**config.mk**
```make
export PLATFORM = sky130hd
export DESIGN_NAME = status_reg_stack
export DESIGN_NICKNAME = d
export VERILOG_FILES = /design/src/rtl/status_reg_stack.sv
export SDC_FILE = /design/constraint.sdc
export NUM_CORES = 1
export LEC_CHECK = 0
export ABC_AREA = 1
export BUFFER_PORTS_ARGS = -buffer_cell sky130_fd_sc_hd__buf_2
export CAP_MARGIN = 0
export CORE_UTILIZATION = 30
export CTS_BUF_LIST = sky130_fd_sc_hd__clkbuf_8 sky130_fd_sc_hd__clkbuf_16
export DETAILED_ROUTE_END_ITERATION = 7
export PLACE_DENSITY_LB_ADDON = 0.08
export SYNTH_ARGS = -nofsm -noshare
export SYNTH_HDL_FRONTEND = slang
export SYNTH_SLANG_ARGS = --single-unit
```
**constraint.sdc**
```tcl
create_clock -name Clk -period 2.9 [get_ports Clk]
set_input_delay 0.435 -clock Clk [delete_from_list [all_inputs] [get_ports Clk]]
set_output_delay 0.435 -clock Clk [all_outputs]
set_load 0.005 [all_outputs]
```
**src/rtl/status_reg_stack.sv**
```systemverilog
// status_reg_stack
// -----------------------------------------------------------------------------
// Processor-status flag register with per-bit load/set/clear masks, a bulk
// load path, and a DEPTH-entry shadow stack used to save the status word on
// interrupt entry and restore it on return. Hardwired bits (FIXED_MASK) always
// read as FIXED_VAL. Stack misuse is recorded in sticky Overflow/Underflow
// flags.
//
// Ports:
//   Clk        in   system clock, rising edge
//   Reset      in   asynchronous active-high reset
//   Bulk_Load  in   load the whole word from Data_In
//   Data_In    in   [WIDTH]  bulk load value
//   Load_Mask  in   [WIDTH]  per-bit load enable
//   Load_Val   in   [WIDTH]  per-bit load value
//   Set_Mask   in   [WIDTH]  per-bit set
//   Clr_Mask   in   [WIDTH]  per-bit clear (wins over set)
//   Push       in   save current status word onto the shadow stack
//   Pop        in   restore status word from the stack top
//   Err_Clr    in   clear the sticky error flags
//   Data_Out   out  [WIDTH]  current status word
//   Depth      out  [$clog2(DEPTH+1)]  occupied stack entries
//   Full       out  Depth == DEPTH
//   Empty      out  Depth == 0
//   Overflow   out  sticky: a push was dropped
//   Underflow  out  sticky: a pop was ignored
// -----------------------------------------------------------------------------
module status_reg_stack #(
    parameter int               WIDTH      = 8,
    parameter int               DEPTH      = 4,
    parameter logic [WIDTH-1:0] RESET_VAL  = 8'h00,
    parameter logic [WIDTH-1:0] FIXED_MASK = 8'h20,
    parameter logic [WIDTH-1:0] FIXED_VAL  = 8'h20
) (
    input  logic                         Clk,
    input  logic                         Reset,
    input  logic                         Bulk_Load,
    input  logic [WIDTH-1:0]             Data_In,
    input  logic [WIDTH-1:0]             Load_Mask,
    input  logic [WIDTH-1:0]             Load_Val,
    input  logic [WIDTH-1:0]             Set_Mask,
    input  logic [WIDTH-1:0]             Clr_Mask,
    input  logic                         Push,
    input  logic                         Pop,
    input  logic                         Err_Clr,
    output logic [WIDTH-1:0]             Data_Out,
    output logic [$clog2(DEPTH+1)-1:0]   Depth,
    output logic                         Full,
    output logic                         Empty,
    output logic                         Overflow,
    output logic                         Underflow
);

    localparam int DW = $clog2(DEPTH + 1);

    // Force the hardwired bits of a status word to their constant value.
    function automatic logic [WIDTH-1:0] force_fixed(input logic [WIDTH-1:0] w);
        return (w & ~FIXED_MASK) | (FIXED_VAL & FIXED_MASK);
    endfunction

    localparam logic [WIDTH-1:0] RESET_WORD = force_fixed(RESET_VAL);

    logic [WIDTH-1:0] data_r;
    logic [WIDTH-1:0] stack_r [DEPTH];
    logic [DW-1:0]    depth_r;
    logic             ovf_r;
    logic             unf_r;

    logic             full_s;
    logic             empty_s;
    logic             swap_s;
    logic             push_acc_s;
    logic             pop_acc_s;
    logic             restore_s;
    logic             ovf_evt_s;
    logic             unf_evt_s;
    logic [WIDTH-1:0] top_s;
    logic [WIDTH-1:0] base_s;
    logic [WIDTH-1:0] next_s;

    assign full_s  = (depth_r == DW'(DEPTH));
    assign empty_s = (depth_r == {DW{1'b0}});

    // Push+Pop on a non-empty stack exchanges the top with the current word.
    // Push+Pop on an empty stack degrades to an accepted push and an ignored
    // pop, which falls out of the terms below because swap_s is then low.
    assign swap_s     = Push & Pop & ~empty_s;
    assign push_acc_s = Push & ~swap_s & ~full_s;
    assign pop_acc_s  = Pop  & ~swap_s & ~empty_s;
    assign restore_s  = swap_s | pop_acc_s;
    assign ovf_evt_s  = Push & ~swap_s & full_s;
    assign unf_evt_s  = Pop & empty_s;

    // Select the stack top, stack_r[depth_r-1]; zero when empty (never used then).
    always_comb begin
        top_s = {WIDTH{1'b0}};
        for (int i = 0; i < DEPTH; i++) begin
            top_s = (depth_r == DW'(i + 1)) ? stack_r[i] : top_s;
        end
    end

    // Next status word: base select, then load, set, clear, hardwired bits.
    always_comb begin
        base_s = data_r;
        if (restore_s) begin
            base_s = top_s;
        end else if (Bulk_Load) begin
            base_s = Data_In;
        end else begin
            base_s = data_r;
        end
        next_s = (base_s & ~Load_Mask) | (Load_Val & Load_Mask);
        next_s = next_s | Set_Mask;
        next_s = next_s & ~Clr_Mask;
        next_s = force_fixed(next_s);
    end

    // Status word, stack pointer and sticky error flags.
    always_ff @(posedge Clk or posedge Reset) begin
        if (Reset) begin
            data_r  <= RESET_WORD;
            depth_r <= {DW{1'b0}};
            ovf_r   <= 1'b0;
            unf_r   <= 1'b0;
        end else begin
            data_r <= next_s;
            if (push_acc_s) begin
                depth_r <= depth_r + DW'(1);
            end else if (pop_acc_s) begin
                depth_r <= depth_r - DW'(1);
            end else begin
                depth_r <= depth_r;
            end
            // A new event in the same cycle as Err_Clr keeps the flag set.
            ovf_r <= ovf_evt_s | (ovf_r & ~Err_Clr);
            unf_r <= unf_evt_s | (unf_r & ~Err_Clr);
        end
    end

    // Shadow stack storage: push writes slot depth, swap rewrites slot depth-1,
    // both with the pre-update status word.
    always_ff @(posedge Clk or posedge Reset) begin
        if (Reset) begin
            for (int i = 0; i < DEPTH; i++) begin
                stack_r[i] <= {WIDTH{1'b0}};
            end
        end else begin
            for (int i = 0; i < DEPTH; i++) begin
                if ((push_acc_s && (depth_r == DW'(i))) ||
                    (swap_s && (depth_r == DW'(i + 1)))) begin
                    stack_r[i] <= data_r;
                end else begin
                    stack_r[i] <= stack_r[i];
                end
            end
        end
    end

    assign Data_Out  = data_r;
    assign Depth     = depth_r;
    assign Full      = full_s;
    assign Empty     = empty_s;
    assign Overflow  = ovf_r;
    assign Underflow = unf_r;

endmodule

```
==> impl_metrics.env, run 1 <==
export IMPL_period_share=0.760
export IMPL_via_count=1976
export IMPL_grt_pass1_wl_mm=9.41
export IMPL_cts_hold_buf=0
export IMPL_htree_levels=2
export IMPL_grt_ovfl_total=0
export IMPL_synth_edff_count=0
export IMPL_setup_viol=0
export IMPL_crit_family="buffers and inverters"
export IMPL_drive_gt1_frac=0.218
export IMPL_rsz0062_at_grt="no"
export IMPL_powerDensity_nw_per_um2=849
export IMPL_critPathMaxStageDelay_ns=0.44
export IMPL_start_util=0.314
export IMPL_nFillCells=829
export IMPL_p_leak_nw=1.47
export IMPL_drc_errors=0
export IMPL_async_flop_share=1.00
export IMPL_drtIter0Drc=91
export IMPL_post_cts_resize_count=0
export IMPL_synthFlopType="dfrtp_1"
export IMPL_drtPass1Iterations=4
export IMPL_worst_clock_skew_ns=0.00941
export IMPL_cts_tree="done"
export IMPL_start_kind="flip-flop"
export IMPL_synth_warnings=0
export IMPL_grt_pass1_vias=1929
export IMPL_netlist_area_um2=2310
export IMPL_post_cts_buffers=0
export IMPL_dp_hpwl_mm=3.84
export IMPL_multi_input_area_um2=1020
export IMPL_wl_per_cell_um=11.9
export IMPL_synth_cell_types=30
export IMPL_ant_nets=0
export IMPL_ctsRootBufferMaster="clkbuf_8"
export IMPL_clock_sinks=40
export IMPL_min_path_type="input pin to asynchronous set/reset pin"
export IMPL_synthCells=309
export IMPL_synth_area_leaders="dfrtp_1 43%, nand2_1 16%, inv_1 8.6%"
export IMPL_nets=413
export IMPL_seqCellArea_um2=1000
export IMPL_worst_path_buf_inv=3
export IMPL_fin_crit_ns=2.20
export IMPL_crit_type="flip-flop to output pin"
export IMPL_num_antenna_cells=0
export IMPL_dieArea_um2=8070
export IMPL_fin_tns_setup_ns=0
export IMPL_wl_mm=5.51
export IMPL_end_kind="output pin"
export IMPL_ys_seq_elements=40
export IMPL_grt_max_degree=41
export IMPL_yosysSeqAreaShare=0.432
export IMPL_worstPathArrival_ns=1.77
export IMPL_worstPathCellList="inv_1 > ha_1 > nand2_2 > inv_2 > buf_2"
export IMPL_max_clock_freq_mhz=454
export IMPL_slowest_stage="dfrtp_1"
export IMPL_status="complete, no violations"
export IMPL_coreArea_um2=7370
export IMPL_worst_pin_slew_ns=0.664
export IMPL_portBuffers=54
export IMPL_worstSkewPairLatency_ns=0.29
export IMPL_drv_slew=0
export IMPL_die_h_um=89.8
export IMPL_hold_viol_final=0
export IMPL_antenna_found_initial=0
export IMPL_synth_top_area_cell="dfrtp_1"
export IMPL_ir_drop_mv=0.226
export IMPL_synth_top_cell_area_share=0.432
export IMPL_slew_limit_headroom=0.557
export IMPL_area_delta_synth_final_pct=17.9
export IMPL_grt_usage=0.148
export IMPL_clock_path_buffers=2
export IMPL_cts_buffers=5
export IMPL_cp_max_fo=10
export IMPL_synth_fp_nets=361
export IMPL_cp_required_ns=2.47
export IMPL_whs_ns=0.270
export IMPL_drv_cap=0
export IMPL_pin_count=61
export IMPL_vias_per_cell=4.29
export IMPL_clk_pin_slew_ns=0.08
export IMPL_gp_congestion=0.705
export IMPL_fp_dieW_um=89.8
export IMPL_row_count=31
export IMPL_avgSynthCellArea_um2=7.49
synthesized netlist by cell type (3+ instances only):
master / count
nand2_1: 99
inv_1: 53
dfrtp_1: 40
o21ai_0: 34
a21oi_1: 25
nor2_1: 14
ha_1: 6
buf_4: 4
a21oi_2: 3
buf_6: 3
nand2_2: 3
flip-flops by register name, summed over array words and instances, names as in the netlist:
signal and flops:
Underflow 1, stack_r 28, Data_Out 7, Overflow 1, Depth 3
area by class of cell:
cell class | instances | area share
well taps | 99 | 0.0454
repair buffers | 55 | 0.102
multi-input cells | 203 | 0.374
inverters | 56 | 0.0788
clock buffers | 6 | 0.0302
clock inverters | 2 | 0.00275
flip-flops and latches | 40 | 0.367
per-layer routing:
layer	track usage	vias up	wire length, um	part of all wire
met3	0.0288	5	155	0.028
met2	0.234	33	2430	0.44
met5	0	-	0	0
met1	0.207	883	2870	0.52
li1	-	1055	-	-
met4	0.0410	0	50	0.0091
cells in the final DEF (no fill, tap or decap):
cell type  instances
a21oi_1           25
a21oi_2            3
a22oi_4            1
buf_2             54
buf_4              1
clkbuf_8           6
conb_1             1
dfrtp_1           40
ha_1               6
inv_1             55
inv_2              1
inv_4              2
nand2_1           99
nand2_2            3
nand2_4            2
nand2_8            1
nand3_1            2
nand3_4            1
nand4_1            1
nor2_1            14
nor2_2             1
nor2_4             2
o211ai_1           1
o21ai_0           34
o21ai_1            2
o21ai_2            1
o221ai_1           1
o32ai_1            1
xor2_1             1
metrics by stage:
stage / utilization / instance area [um^2] / power, mW / setup slack [ns] / cells
after global placement: 0.358 / 2640 / 1.95 / 0.804 / 453
final: 0.370 / 2730 / 2.32 / 0.696 / 461
after detailed placement: 0.358 / 2640 / 1.96 / 0.763 / 453
after global routing: 0.370 / 2730 / 2.57 / 0.541 / 461
after floorplan: - / 2310 / 1.70 / 1.20 / 309
after CTS: 0.370 / 2730 / 2.36 / 0.644 / 461
power by group:
part / leakage, nW / internal (mW) / switching [mW]
registers: 0.495 / 0.778 / 0.115
clock network: 0.0538 / 0.187 / 0.199
logic: 0.924 / 0.367 / 0.670
total: 1.47 / 1.33 / 0.984
worst register-to-register path, cell delays in order, from the launching register on:
cell and delay [ns]:
dfrtp_1 0.44, inv_1 0.11, ha_1 0.27, nand2_2 0.25
nand3_4 0.15, o21ai_2 0.55, o21ai_0 0.16
final timing paths:
kind	to	cells after the start	slack [ns]	from
hold / removal	Overflow	3	0.27	Reset
max in group asynchronous	Data_Out[3]	3	2.25	Reset
setup reg to reg	stack_r[2]	6	0.81	Depth[0]
min in group Clk	Data_Out[6]	2	0.28	Clr_Mask[6]
hold reg to reg	stack_r[28]	2	0.49	stack_r[28]
setup / recovery	Full	5	0.70	Depth[0]
cells by family after synthesis:
kind of cell    Yosys count  synth area share
compound gates           69             0.167
xor+xnor                  1           0.00378
simple gates            126             0.237
fa+ha+maj                 6            0.0324
flops                    40             0.432
other cells               1           0.00162
buf+inv                  66             0.126
Note: power is estimated with default switching activity, not from simulation.
==> inputs of run 2 (changes only) <==
Clock period 2.9 ns to 2.3 ns, I/O delays scaled along.
==> impl_metrics.env, run 2 (synthesis gave the netlist of run 1 again) <==
export IMPL_status="complete, no violations"
export IMPL_via_count=2052
export IMPL_largest_reg_flops=28
export IMPL_cp_max_fo=10
export IMPL_drv_cap=0
export IMPL_finalWorstSetupSlack_ns=0.197
export IMPL_pwr_share_seq=0.385
export IMPL_ctsRootBufferMaster="clkbuf_8"
export IMPL_fin_crit_ns=2.10
export IMPL_num_antenna_cells=0
export IMPL_reg2reg_slack_ns=0.39
export IMPL_drv_slew=0
export IMPL_dp_cells=458
export IMPL_ff2ff_path_depth=9
export IMPL_end_kind="output pin"
export IMPL_r2r_start="Depth[0]"
export IMPL_reg2reg_to="stack_r[10]"
export IMPL_grt_max_degree=41
export IMPL_worstPathCellList="inv_1 > ha_1 > nand2_4 > inv_2 > buf_4 > buf_2"
export IMPL_path_depth=6
export IMPL_postLayoutCoreUtil=0.375
export IMPL_whs_ns=0.171
export IMPL_largest_register="stack_r"
export IMPL_slowest_stage="dfrtp_1"
export IMPL_crit_family="buffers and inverters"
export IMPL_pre_cts_slack_ns=0.365
export IMPL_fin_cells=465
export IMPL_die_h_um=89.8
export IMPL_clock_sinks=40
export IMPL_dieArea_um2=8070
export IMPL_htree_levels=2
export IMPL_gp_congestion=0.708
export IMPL_p_comb_frac=0.464
export IMPL_worst_path_buf_inv=4
export IMPL_p_leak_nw=1.50
export IMPL_switchingPower_mw=1.26
export IMPL_final_cell_mix="99 x nand2_1, 54 x inv_1, 54 x buf_2"
export IMPL_drc_errors=0
export IMPL_hold_viol_final=0
export IMPL_wl_per_cell_um=12.2
export IMPL_rsz0062_at_grt="no"
export IMPL_antenna_found_initial=0
export IMPL_drtIter0Drc=91
export IMPL_cts_tree="done"
export IMPL_grt_pass1_wl_mm=9.54
export IMPL_switching_share=0.428
export IMPL_p_int_mw=1.69
export IMPL_start_kind="flip-flop"
export IMPL_nets=418
export IMPL_cts_buffers=5
export IMPL_fin_tns_setup_ns=0
export IMPL_worst_pin_slew_ns=0.544
export IMPL_fp_dieW_um=89.8
export IMPL_power_total_mw=2.95
export IMPL_ir_drop_mv=0.318
export IMPL_portBuffers=54
export IMPL_nFillCells=842
export IMPL_powerDensity_nw_per_um2=1070
export IMPL_post_cts_resize_count=0
export IMPL_cts_hold_buf=0
export IMPL_dp_hpwl_mm=4.00
export IMPL_cp_endpoint="Full"
export IMPL_clk_pin_slew_ns=0.08
export IMPL_cp_required_ns=1.96
export IMPL_wl_mm=5.68
export IMPL_startpoint="Depth[0]"
export IMPL_setup_viol=0
export IMPL_row_count=31
export IMPL_worst_clock_skew_ns=0.00452
export IMPL_worstPathArrival_ns=1.76
export IMPL_period_share=0.914
export IMPL_p_clk_frac=0.151
export IMPL_final_common_cell="nand2_1"
export IMPL_dpl_cell_area_um2=2680
export IMPL_post_cts_buffers=0
export IMPL_grt_pass1_vias=1931
export IMPL_grt_usage=0.150
export IMPL_grt_ovfl_total=0
export IMPL_area_delta_synth_final_pct=19.2
export IMPL_crit_type="flip-flop to output pin"
export IMPL_clock_path_buffers=2
export IMPL_drive_gt1_frac=0.230
export IMPL_min_path_type="input pin to asynchronous set/reset pin"
export IMPL_pin_count=61
export IMPL_drtPass1Iterations=4
export IMPL_postLayoutCellArea_um2=2760
export IMPL_slew_limit_headroom=0.637
export IMPL_critPathMaxStageDelay_ns=0.44
export IMPL_ant_nets=0
export IMPL_worstSkewPairLatency_ns=0.29
export IMPL_max_clock_freq_mhz=476
export IMPL_coreArea_um2=7370
export IMPL_vias_per_cell=4.41
export IMPL_start_util=0.314
-- run 2: layout make-up --
type                       instances  area, um^2  share of cell area
clock buffer                       5        68.8              0.0249
sequential                        40        1000               0.363
multi-input combinational        203        1030               0.372
inverter                          56         215              0.0780
timing repair buffer              60         315               0.114
tap                               99         124              0.0449
clock inverter                     2        8.76             0.00317
-- run 2: per-layer routing --
metal | GRT usage | share of wire | wire length, um
met5 | 0 | 0 | 0
met4 | 0.0410 | 0.0055 | 31
met3 | 0.0279 | 0.044 | 251
met1 | 0.207 | 0.48 | 2750
met2 | 0.239 | 0.47 | 2650
-- run 2: power by group through the flow --
| stage | clock, mW | sequential (mW) | combinational [mW] |
|---|---|---|---|
| floorplan | 0 | 1.11 | 1.04 |
| global placement | 0 | 1.14 | 1.37 |
| detailed placement | 0 | 1.15 | 1.38 |
| CTS | 0.468 | 1.14 | 1.39 |
| global route | 0.498 | 1.17 | 1.59 |
| finish | 0.446 | 1.13 | 1.37 |
-- run 2: worst min-delay path, cell delays in order --
cell	delay (ns)
buf_2	0.09
inv_1	0.04
buf_4	0.44
-- run 2: worst min path at each step --
stage,startpoint,to,slack [ns]
floorplan,Clr_Mask[0],Data_Out[0],0.41
global placement,stack_r[28],stack_r[28],0.47
CTS,Clr_Mask[6],Data_Out[6],0.17
finish,Reset,stack_r[6],0.17
global route,Clr_Mask[6],Data_Out[6],0.17
detailed placement,stack_r[24],stack_r[24],0.47
==> inputs of run 3 (changes only) <==
Settings changed: SKIP_LAST_GASP set to 1.
Clock period 2.3 ns to 2.71 ns, I/O delays scaled along.
==> impl_metrics.env, run 3 (synthesis gave the netlist of run 1 again) <==
export IMPL_end_kind="output pin"
export IMPL_ff2ff_path_depth=12
export IMPL_whs_ns=0.230
export IMPL_pin_count=61
export IMPL_vias_per_cell=4.31
export IMPL_coreArea_um2=7370
export IMPL_min_path_type="input pin to asynchronous set/reset pin"
export IMPL_fin_crit_ns=2.17
export IMPL_final_common_cell="nand2_1"
export IMPL_grt_usage=0.147
export IMPL_crit_type="flip-flop to output pin"
export IMPL_hold_viol_final=0
export IMPL_largest_reg_flops=28
export IMPL_powerDensity_nw_per_um2=905
export IMPL_drive_gt1_frac=0.226
export IMPL_power_total_mw=2.48
export IMPL_status="complete, no violations"
export IMPL_dieArea_um2=8070
export IMPL_setup_viol=0
export IMPL_worstPathArrival_ns=1.77
export IMPL_clock_sinks=40
export IMPL_grt_pass1_wl_mm=9.40
export IMPL_row_count=31
export IMPL_r2r_start="Depth[0]"
export IMPL_period_share=0.802
export IMPL_max_clock_freq_mhz=460
export IMPL_grt_ovfl_total=0
export IMPL_drtIter0Drc=81
export IMPL_clk_pin_slew_ns=0.08
export IMPL_grt_max_degree=41
export IMPL_num_antenna_cells=0
export IMPL_wl_mm=5.44
export IMPL_start_util=0.314
export IMPL_largest_register="stack_r"
export IMPL_final_cell_mix="99 x nand2_1, 54 x buf_2, 53 x inv_1"
export IMPL_ant_nets=0
export IMPL_worst_clock_skew_ns=0.00230
export IMPL_area_delta_synth_final_pct=18.2
export IMPL_fin_tns_setup_ns=0
export IMPL_via_count=1991
export IMPL_cts_tree="done"
export IMPL_htree_levels=2
export IMPL_post_cts_resize_count=0
export IMPL_post_cts_buffers=0
export IMPL_p_leak_nw=1.47
export IMPL_portBuffers=54
export IMPL_antenna_found_initial=0
export IMPL_postLayoutCoreUtil=0.371
export IMPL_drc_errors=0
export IMPL_slowest_stage="dfrtp_1"
export IMPL_cp_max_fo=10
export IMPL_worst_pin_slew_ns=0.533
export IMPL_worstPathCellList="inv_1 > ha_1 > nand2_2 > inv_2 > buf_2"
export IMPL_drv_cap=0
export IMPL_critPathMaxStageDelay_ns=0.42
export IMPL_cp_required_ns=2.30
export IMPL_fp_dieW_um=89.8
export IMPL_clock_path_buffers=2
export IMPL_start_kind="flip-flop"
export IMPL_drtPass1Iterations=4
export IMPL_die_h_um=89.8
export IMPL_grt_pass1_vias=1925
export IMPL_slew_limit_headroom=0.645
export IMPL_rsz0062_at_grt="no"
export IMPL_ir_drop_mv=0.251
export IMPL_ctsRootBufferMaster="clkbuf_8"
export IMPL_nets=414
export IMPL_gp_congestion=0.703
export IMPL_wl_per_cell_um=11.8
export IMPL_cts_hold_buf=0
export IMPL_reg2reg_slack_ns=0.68
export IMPL_dp_hpwl_mm=3.78
export IMPL_drv_slew=0
export IMPL_worstSkewPairLatency_ns=0.29
export IMPL_cts_buffers=5
export IMPL_reg2reg_to="Data_Out[2]"
==> run 3: worst max path at each step <==
stage              from  slack [ns]     endpoint
2_1_floorplan  Depth[0]        1.01  Data_Out[3]
3_3_place_gp   Depth[0]        0.65  Data_Out[2]
3_5_place_dp   Depth[0]        0.63  Data_Out[2]
4_1_cts        Depth[0]        0.49         Full
5_1_grt        Depth[0]        0.42  Data_Out[3]
6_report       Depth[1]        0.54         Full
==> run 3: layout make-up <==
class	instances	area (um^2)
clock buffer	5	68.8
clock inverter	3	18.8
fill	809	4630
inverter	56	215
multi-input combinational	203	1020
sequential	40	1000
tap	99	124
timing repair buffer	56	285
==> run 3: power by group <==
group,internal (mW),total (mW),switching (mW)
Combinational,0.397,1.12,0.719
Sequential,0.832,0.956,0.124
Clock,0.180,0.404,0.224
Total,1.41,2.48,1.07
==> run 3: metrics by stage <==
step	instance area, um^2	setup slack [ns]	instances
6_report	2740	0.538	462
5_1_grt	2740	0.420	462
2_1_floorplan	2310	1.01	309
4_1_cts	2740	0.492	462
3_3_place_gp	2650	0.652	454
3_5_place_dp	2650	0.633	454
==> run 3: worst max-delay path, delay by kind of cell, from the launching register on <==
kind	cells	cell delay [ns]
DFF	1	0.42
buffers and inverters	3	0.57
adders and majority gates	1	0.26
and+or+nand+nor	1	0.21
==> run 3: layer usage <==
metal  share of wire  wire [um]  vias up  track usage
li1                -          -     1052            -
met1            0.51       2770      901        0.200
met2            0.45       2440       33        0.240
met3           0.031        170        5       0.0228
met4          0.0098         53        0       0.0451
met5               0          0        -            0
